$ cat config.mk
export PLATFORM = sky130hd
export DESIGN_NAME = exc_ctrl_flat
export DESIGN_NICKNAME = d
export VERILOG_FILES = /design/src/rtl/exc_ctrl_if.sv /design/src/rtl/exc_ctrl.sv /design/src/flat_wrapper.sv
export SDC_FILE = /design/constraint.sdc
export NUM_CORES = 1
export LEC_CHECK = 0
export ABC_AREA = 0
export CAP_MARGIN = 10
export CORE_ASPECT_RATIO = 2
export CORE_UTILIZATION = 40
export DETAILED_ROUTE_END_ITERATION = 8
export GPL_TIMING_DRIVEN = 0
export PLACE_DENSITY_LB_ADDON = 0.25
export SLEW_MARGIN = 40
export SYNTH_ARGS = -nofsm -noshare
export SYNTH_HDL_FRONTEND = slang
export SYNTH_SLANG_ARGS = --single-unit
export TNS_END_PERCENT = 5
$ cat constraint.sdc
create_clock -name clk -period 2.8 [get_ports clk]
set_clock_uncertainty 0.2 [all_clocks]
set_input_delay 0.28 -clock clk [delete_from_list [all_inputs] [get_ports clk]]
set_output_delay 0.28 -clock clk [all_outputs]
set_load 0.02 [all_outputs]
$ cat src/rtl/exc_ctrl_if.sv
// WB-stage exception sequencer bus: pipeline/CP0 inputs and commit/redirect outputs.
// The master modport is the pipeline side and the slave modport is the sequencer.
interface exc_ctrl_if;
    logic        wb_valid;
    logic [7:0]  wb_exc_vec;
    logic        wb_eret;
    logic [31:0] wb_pc;
    logic        wb_is_bd;
    logic        status_ie;
    logic        status_exl;
    logic [7:0]  status_im;
    logic [1:0]  cause_ip_sw;
    logic [31:0] epc_in;
    logic [5:0]  ext_int;
    logic        compare_we;
    logic [31:0] compare_wdata;
    logic        fetch_ready;
    logic        exc_commit;
    logic        eret_commit;
    logic [4:0]  exc_code;
    logic [31:0] exc_epc;
    logic        exc_bd;
    logic        flush;
    logic        redirect_valid;
    logic [31:0] redirect_pc;
    logic        int_pending;
    logic [31:0] count_out;

    modport master (
        output wb_valid, wb_exc_vec, wb_eret, wb_pc, wb_is_bd, status_ie, status_exl,
               status_im, cause_ip_sw, epc_in, ext_int, compare_we, compare_wdata, fetch_ready,
        input  exc_commit, eret_commit, exc_code, exc_epc, exc_bd, flush, redirect_valid,
               redirect_pc, int_pending, count_out
    );
    modport slave (
        input  wb_valid, wb_exc_vec, wb_eret, wb_pc, wb_is_bd, status_ie, status_exl,
               status_im, cause_ip_sw, epc_in, ext_int, compare_we, compare_wdata, fetch_ready,
        output exc_commit, eret_commit, exc_code, exc_epc, exc_bd, flush, redirect_valid,
               redirect_pc, int_pending, count_out
    );
endinterface

$ cat src/rtl/exc_ctrl.sv
// Exception/ERET sequencer for the WB-stage CP0: commit pulse, flush, fetch redirect,
// plus the Count/Compare timer and the interrupt-pending tag for decode.
module exc_ctrl #(
    parameter logic [31:0] EXC_VECTOR   = 32'hBFC00380,
    parameter int unsigned FLUSH_CYCLES = 2
) (
    input logic       clk,
    input logic       rst,
    exc_ctrl_if.slave bus
);
    typedef enum logic [1:0] {IDLE, FLUSH, REDIRECT} state_t;

    localparam logic [3:0] FLUSH_INIT = 4'(FLUSH_CYCLES);

    state_t      state, state_n;
    logic [3:0]  cnt, cnt_n;
    logic [31:0] target, target_n;
    logic        exc_commit_q, exc_commit_n;
    logic        eret_commit_q, eret_commit_n;
    logic [4:0]  code_q, code_n, code_sel;
    logic [31:0] epc_q, epc_n;
    logic        bd_q, bd_n;
    logic        exc, ert;

    logic [31:0] count, compare;
    logic        half, timer_ip;
    logic [7:0]  ip;

    assign exc = bus.wb_valid & (|bus.wb_exc_vec);
    assign ert = bus.wb_valid & bus.wb_eret & ~exc;

    // Vector bits: {ADES,ADEL_D,OV,INT,SYSCALL,BREAK,RI,ADEL_F}
    always_comb begin
        code_sel = 5'd0;
        if      (bus.wb_exc_vec[4]) code_sel = 5'd0;
        else if (bus.wb_exc_vec[0]) code_sel = 5'd4;
        else if (bus.wb_exc_vec[1]) code_sel = 5'd10;
        else if (bus.wb_exc_vec[2]) code_sel = 5'd9;
        else if (bus.wb_exc_vec[3]) code_sel = 5'd8;
        else if (bus.wb_exc_vec[5]) code_sel = 5'd12;
        else if (bus.wb_exc_vec[6]) code_sel = 5'd4;
        else if (bus.wb_exc_vec[7]) code_sel = 5'd5;
    end

    always_comb begin
        state_n       = state;
        cnt_n         = cnt;
        target_n      = target;
        exc_commit_n  = 1'b0;
        eret_commit_n = 1'b0;
        code_n        = code_q;
        epc_n         = epc_q;
        bd_n          = bd_q;
        case (state)
            IDLE: begin
                if (exc) begin
                    exc_commit_n = 1'b1;
                    code_n       = code_sel;
                    epc_n        = bus.wb_is_bd ? bus.wb_pc - 32'd4 : bus.wb_pc;
                    bd_n         = bus.wb_is_bd;
                    target_n     = EXC_VECTOR;
                    cnt_n        = FLUSH_INIT;
                    state_n      = FLUSH;
                end else if (ert) begin
                    eret_commit_n = 1'b1;
                    target_n      = bus.epc_in;
                    cnt_n         = FLUSH_INIT;
                    state_n       = FLUSH;
                end
            end
            // WB contents are being killed here, so any new trigger is dropped
            FLUSH: begin
                if (cnt == 4'd0) state_n = REDIRECT;
                else             cnt_n   = cnt - 4'd1;
            end
            REDIRECT: if (bus.fetch_ready) state_n = IDLE;
            default:  state_n = IDLE;
        endcase
    end

    always_ff @(posedge clk) begin
        if (rst) begin
            state         <= IDLE;
            cnt           <= 4'd0;
            target        <= 32'd0;
            exc_commit_q  <= 1'b0;
            eret_commit_q <= 1'b0;
            code_q        <= 5'd0;
            epc_q         <= 32'd0;
            bd_q          <= 1'b0;
        end else begin
            state         <= state_n;
            cnt           <= cnt_n;
            target        <= target_n;
            exc_commit_q  <= exc_commit_n;
            eret_commit_q <= eret_commit_n;
            code_q        <= code_n;
            epc_q         <= epc_n;
            bd_q          <= bd_n;
        end
    end

    // Count ticks every other clk; a Compare write always beats a same-cycle match
    always_ff @(posedge clk) begin
        if (rst) begin
            count    <= 32'd0;
            compare  <= 32'hFFFF_FFFF;
            half     <= 1'b0;
            timer_ip <= 1'b0;
        end else begin
            half <= ~half;
            if (half) count <= count + 32'd1;
            if (bus.compare_we) begin
                compare  <= bus.compare_wdata;
                timer_ip <= 1'b0;
            end else if (half && count == compare) begin
                timer_ip <= 1'b1;
            end
        end
    end

    assign ip = {timer_ip | bus.ext_int[5], bus.ext_int[4:0], bus.cause_ip_sw};

    assign bus.exc_commit     = exc_commit_q;
    assign bus.eret_commit    = eret_commit_q;
    assign bus.exc_code       = code_q;
    assign bus.exc_epc        = epc_q;
    assign bus.exc_bd         = bd_q;
    assign bus.flush          = (state != IDLE);
    assign bus.redirect_valid = (state == REDIRECT);
    assign bus.redirect_pc    = target;
    assign bus.int_pending    = bus.status_ie & ~bus.status_exl & (|(ip & bus.status_im));
    assign bus.count_out      = count;
endmodule

$ cat src/flat_wrapper.sv
// flat-port wrapper written by rule: the top's interface ports become plain ports
module exc_ctrl_flat 
#(
    parameter logic [31:0] EXC_VECTOR   = 32'hBFC00380,
    parameter int unsigned FLUSH_CYCLES = 2
)
  (clk, rst, bus_wb_valid, bus_wb_exc_vec, bus_wb_eret, bus_wb_pc, bus_wb_is_bd, bus_status_ie, bus_status_exl, bus_status_im, bus_cause_ip_sw, bus_epc_in, bus_ext_int, bus_compare_we, bus_compare_wdata, bus_fetch_ready, bus_exc_commit, bus_eret_commit, bus_exc_code, bus_exc_epc, bus_exc_bd, bus_flush, bus_redirect_valid, bus_redirect_pc, bus_int_pending, bus_count_out);
  exc_ctrl_if bus_i ();
  input logic clk;
  input logic rst;
  input wire logic [$bits(bus_i.wb_valid)-1:0] bus_wb_valid;
  input wire logic [$bits(bus_i.wb_exc_vec)-1:0] bus_wb_exc_vec;
  input wire logic [$bits(bus_i.wb_eret)-1:0] bus_wb_eret;
  input wire logic [$bits(bus_i.wb_pc)-1:0] bus_wb_pc;
  input wire logic [$bits(bus_i.wb_is_bd)-1:0] bus_wb_is_bd;
  input wire logic [$bits(bus_i.status_ie)-1:0] bus_status_ie;
  input wire logic [$bits(bus_i.status_exl)-1:0] bus_status_exl;
  input wire logic [$bits(bus_i.status_im)-1:0] bus_status_im;
  input wire logic [$bits(bus_i.cause_ip_sw)-1:0] bus_cause_ip_sw;
  input wire logic [$bits(bus_i.epc_in)-1:0] bus_epc_in;
  input wire logic [$bits(bus_i.ext_int)-1:0] bus_ext_int;
  input wire logic [$bits(bus_i.compare_we)-1:0] bus_compare_we;
  input wire logic [$bits(bus_i.compare_wdata)-1:0] bus_compare_wdata;
  input wire logic [$bits(bus_i.fetch_ready)-1:0] bus_fetch_ready;
  output wire logic [$bits(bus_i.exc_commit)-1:0] bus_exc_commit;
  output wire logic [$bits(bus_i.eret_commit)-1:0] bus_eret_commit;
  output wire logic [$bits(bus_i.exc_code)-1:0] bus_exc_code;
  output wire logic [$bits(bus_i.exc_epc)-1:0] bus_exc_epc;
  output wire logic [$bits(bus_i.exc_bd)-1:0] bus_exc_bd;
  output wire logic [$bits(bus_i.flush)-1:0] bus_flush;
  output wire logic [$bits(bus_i.redirect_valid)-1:0] bus_redirect_valid;
  output wire logic [$bits(bus_i.redirect_pc)-1:0] bus_redirect_pc;
  output wire logic [$bits(bus_i.int_pending)-1:0] bus_int_pending;
  output wire logic [$bits(bus_i.count_out)-1:0] bus_count_out;
  assign bus_i.wb_valid = bus_wb_valid;
  assign bus_i.wb_exc_vec = bus_wb_exc_vec;
  assign bus_i.wb_eret = bus_wb_eret;
  assign bus_i.wb_pc = bus_wb_pc;
  assign bus_i.wb_is_bd = bus_wb_is_bd;
  assign bus_i.status_ie = bus_status_ie;
  assign bus_i.status_exl = bus_status_exl;
  assign bus_i.status_im = bus_status_im;
  assign bus_i.cause_ip_sw = bus_cause_ip_sw;
  assign bus_i.epc_in = bus_epc_in;
  assign bus_i.ext_int = bus_ext_int;
  assign bus_i.compare_we = bus_compare_we;
  assign bus_i.compare_wdata = bus_compare_wdata;
  assign bus_i.fetch_ready = bus_fetch_ready;
  assign bus_exc_commit = bus_i.exc_commit;
  assign bus_eret_commit = bus_i.eret_commit;
  assign bus_exc_code = bus_i.exc_code;
  assign bus_exc_epc = bus_i.exc_epc;
  assign bus_exc_bd = bus_i.exc_bd;
  assign bus_flush = bus_i.flush;
  assign bus_redirect_valid = bus_i.redirect_valid;
  assign bus_redirect_pc = bus_i.redirect_pc;
  assign bus_int_pending = bus_i.int_pending;
  assign bus_count_out = bus_i.count_out;
  exc_ctrl #(.EXC_VECTOR(EXC_VECTOR), .FLUSH_CYCLES(FLUSH_CYCLES)) u_core (.clk(clk), .rst(rst), .bus(bus_i));
endmodule
==> flow_metrics.env <==
export IMPL_outcome="completed"
export IMPL_cts_resized=0
export IMPL_synth_area_mm2=0.00635
export IMPL_place_hpwl_um=16200
export IMPL_cp_end_kind="register"
export IMPL_reg2regPathDepth=7
export IMPL_slew_limit_headroom_pct=53.8
export IMPL_drtPass1Iterations=4
export IMPL_ys_ff_latch=143
export IMPL_diodes=0
export IMPL_cp_arrival_ps=2480
export IMPL_drtIter0Drc=147
export IMPL_synth_main_ff_cell="dfxtp_1"
export IMPL_io_pins=236
export IMPL_clockRootBuffer="clkbuf_16"
export IMPL_whs_ps=160
export IMPL_grt_pass1_vias=6073
export IMPL_postLayoutCellArea_mm2=0.00956
export IMPL_core_area_mm2=0.0154
export IMPL_timing_rr_end="u_core.bus.count_out[28]"
export IMPL_crit_path_start_kind="register"
export IMPL_slowest_delay_ps=420
export IMPL_min_from="bus_compare_we"
export IMPL_timing_rr_start="u_core.bus.count_out[0]"
export IMPL_numCtsBuffers=17
export IMPL_viasPerCell=5.18
export IMPL_hold_viol=0
export IMPL_routed_wirelength_um=20400
export IMPL_synth_simple_area_share_pct=24.5
export IMPL_syn2layout_area_growth_pct=50.6
export IMPL_wire_per_inst_um=17.8
export IMPL_cp_num_cells=7
export IMPL_die_area_mm2=0.0164
export IMPL_drc=0
export IMPL_synth_adder_area_share_pct=0.788
export IMPL_hp_class="input pin to register"
export IMPL_drive_above_1_share_pct=5.80
export IMPL_hold_buffers=1
export IMPL_place_congestion=0.839
export IMPL_synth_top_family_by_area="simple AND/OR/NAND/NOR gates"
export IMPL_synth_top_area_share_pct=45.1
export IMPL_cts_tree="yes"
export IMPL_clk_pin_slew_worst_paths_ps=60
export IMPL_crit_end="u_core.bus.count_out[28]"
export IMPL_r2r_setup_slack_ps=410
export IMPL_cp_max_fo=10
export IMPL_initial_utilization_pct=41.3
export IMPL_synthMuxAreaShare_pct=0.158
export IMPL_period_needed_ps=2390
export IMPL_layout_nets=1069
export IMPL_peakVddDrop_v=0.000416
export IMPL_cts_sinks=143
export IMPL_core_rowCount=64
export IMPL_syn_inst=685
export IMPL_power_leakage_nw=3.47
export IMPL_required_ps=2890
export IMPL_synth_warnings=0
export IMPL_io_buffers=231
export IMPL_slew_viol_final=0
export IMPL_vias=5933
export IMPL_critPathSlowestCell="dfxtp_1"
export IMPL_avgSynthCellArea_um2=9.27
export IMPL_cts_buffer_depth=2
export IMPL_final_common_cell="clkdlybuf4s50_1"
export IMPL_period_share_pct=85.3
export IMPL_synth_edf_count=0
export IMPL_tightest_slew_ps=687
export IMPL_grt_max_degree=17
export IMPL_antenna_found_initial=0
export IMPL_rsz0062_at_grt="no"
export IMPL_critPathBufInv=1
export IMPL_synth_compound_area_share_pct=14.0
export IMPL_path_cells="ha_1, and3_1, nand4_1, clkbuf_1, nor4_1, xnor2_1, nor2_1"
export IMPL_cap_violations=0
export IMPL_cp_top_family="simple AND/OR/NAND/NOR gates"
export IMPL_synth_seq_area_share_pct=45.1
export IMPL_cp_startpoint="u_core.bus.count_out[0]"
export IMPL_layout_common_cells="231 x clkdlybuf4s50_1, 143 x dfxtp_1, 103 x nor2_1"
export IMPL_globalRouteOverflowTotal=0
export IMPL_fin_cells=1146
export IMPL_place_inst=1114
export IMPL_synth_area_top_cells="dfxtp_1 45%, xnor2_1 6.2%, nor2_1 6.1%, xor2_1 6.1%, a211o_1 4.4%"
export IMPL_setup_viol=0
export IMPL_die_h_um=180
export IMPL_grt_use_total_pct=25.3
export IMPL_pwr_density_cell_mw_per_mm2=575
export IMPL_synth_distinct_cells=50
export IMPL_max_freq_mhz=419
export IMPL_ant_nets=0
export IMPL_post_cts_buffers=0
export IMPL_synth_top_area_cell="dfxtp_1"
export IMPL_synth_xor_area_share_pct=12.3
export IMPL_synth_async_sr_flop_share_pct=0
export IMPL_worstSetupPathType="register to register"
export IMPL_grt_pass1_wl_um=31800
export IMPL_dpl_cell_area_mm2=0.00892
export IMPL_htreeDepth=4
export IMPL_die_x_um=91.1
export IMPL_insertion_delay_ps=420
export IMPL_synth_nets=818
## flip-flops by register name (all words and copies together), names as in the netlist
register and count:
u_core.bus.count_out 32, u_core.bus.exc_epc 32, u_core.bus.redirect_pc 32, u_core.compare 32
u_core.bus.exc_code 4, u_core.cnt 4, u_core.state 2, u_core.bus.eret_commit 1
u_core.bus.exc_bd 1, u_core.bus.exc_commit 1, u_core.half 1, u_core.timer_ip 1
## per-stage QoR
step	utilization (%)	worst slack (ps)	TNS, ps	total power [mW]
6_report	62.2	411	0	5.50
3_3_place_gp	57.9	-49.9	-199	3.12
4_1_cts	62.2	368	0	5.55
5_1_grt	62.2	208	0	5.70
2_1_floorplan	-	677	0	2.66
3_5_place_dp	58.0	24.9	0	3.13
## power by group
part	switching [mW]	total, mW	internal (mW)	leakage (nW)
sequential	0.0674	2.22	2.15	1.17
clock	0.905	2.42	1.51	0.298
combinational	0.424	0.868	0.443	1.99
## area by class of cell
cell class	count	area [um^2]
Clock buffer	18	439
Fill cell	1315	5810
Timing Repair Buffer	232	2320
Inverter	9	33.8
Buffer	39	168
Clock inverter	13	188
Sequential cell	143	2860
Tap cell	198	248
Multi-Input combinational cell	494	3300
## how the worst min path moves through the flow
stage | end | depth (start not counted)
final | u_core.compare[5] | 3
after global routing | u_core.compare[7] | 3
after CTS | u_core.compare[5] | 3
after detailed placement | u_core.bus.exc_epc[1] | 2
after global placement | u_core.bus.exc_code[1] | 2
after floorplan | u_core.compare[31] | 1
## cells in the mapped netlist, types with 6 or more instances
cell type and n:
a211o_1 32, a211oi_1 28, a21oi_1 14, a22o_1 23
and3_1 6, and4_1 7, buf_2 8, clkbuf_1 24
dfxtp_1 143, inv_1 9, nand2_1 34, nand3_1 11
nand4_1 11, nor2_1 103, nor2b_1 34, nor3_1 32
nor4_1 16, or3_1 6, xnor2_1 45, xor2_1 44
## logic make-up after synthesis
group                      after synthesis
AOI/OAI and AO/OA                      112
adders and majority gates                4
xor gates and xnor gates                89
other                                    1
DFF                                    143
and+or+nand+nor                        287
buffers and inverters                   48
muxes                                    1
## worst register-to-register path, stage by stage (launching register included)
cell	delay [ps]
dfxtp_1	420
ha_1	190
and3_1	280
nand4_1	250
clkbuf_1	310
nor4_1	400
xnor2_1	160
nor2_1	50
## routing by layer
layer / GRT usage (%) / share of wire, % / vias to the layer above
li1: - / - / 2916
met1: 23.8 / 35 / 2816
met2: 50.7 / 58 / 162
met3: 4.64 / 3.7 / 39
met4: 12.2 / 3.0 / 0
met5: 0 / 0 / -
(Power assumes the default switching activity.)
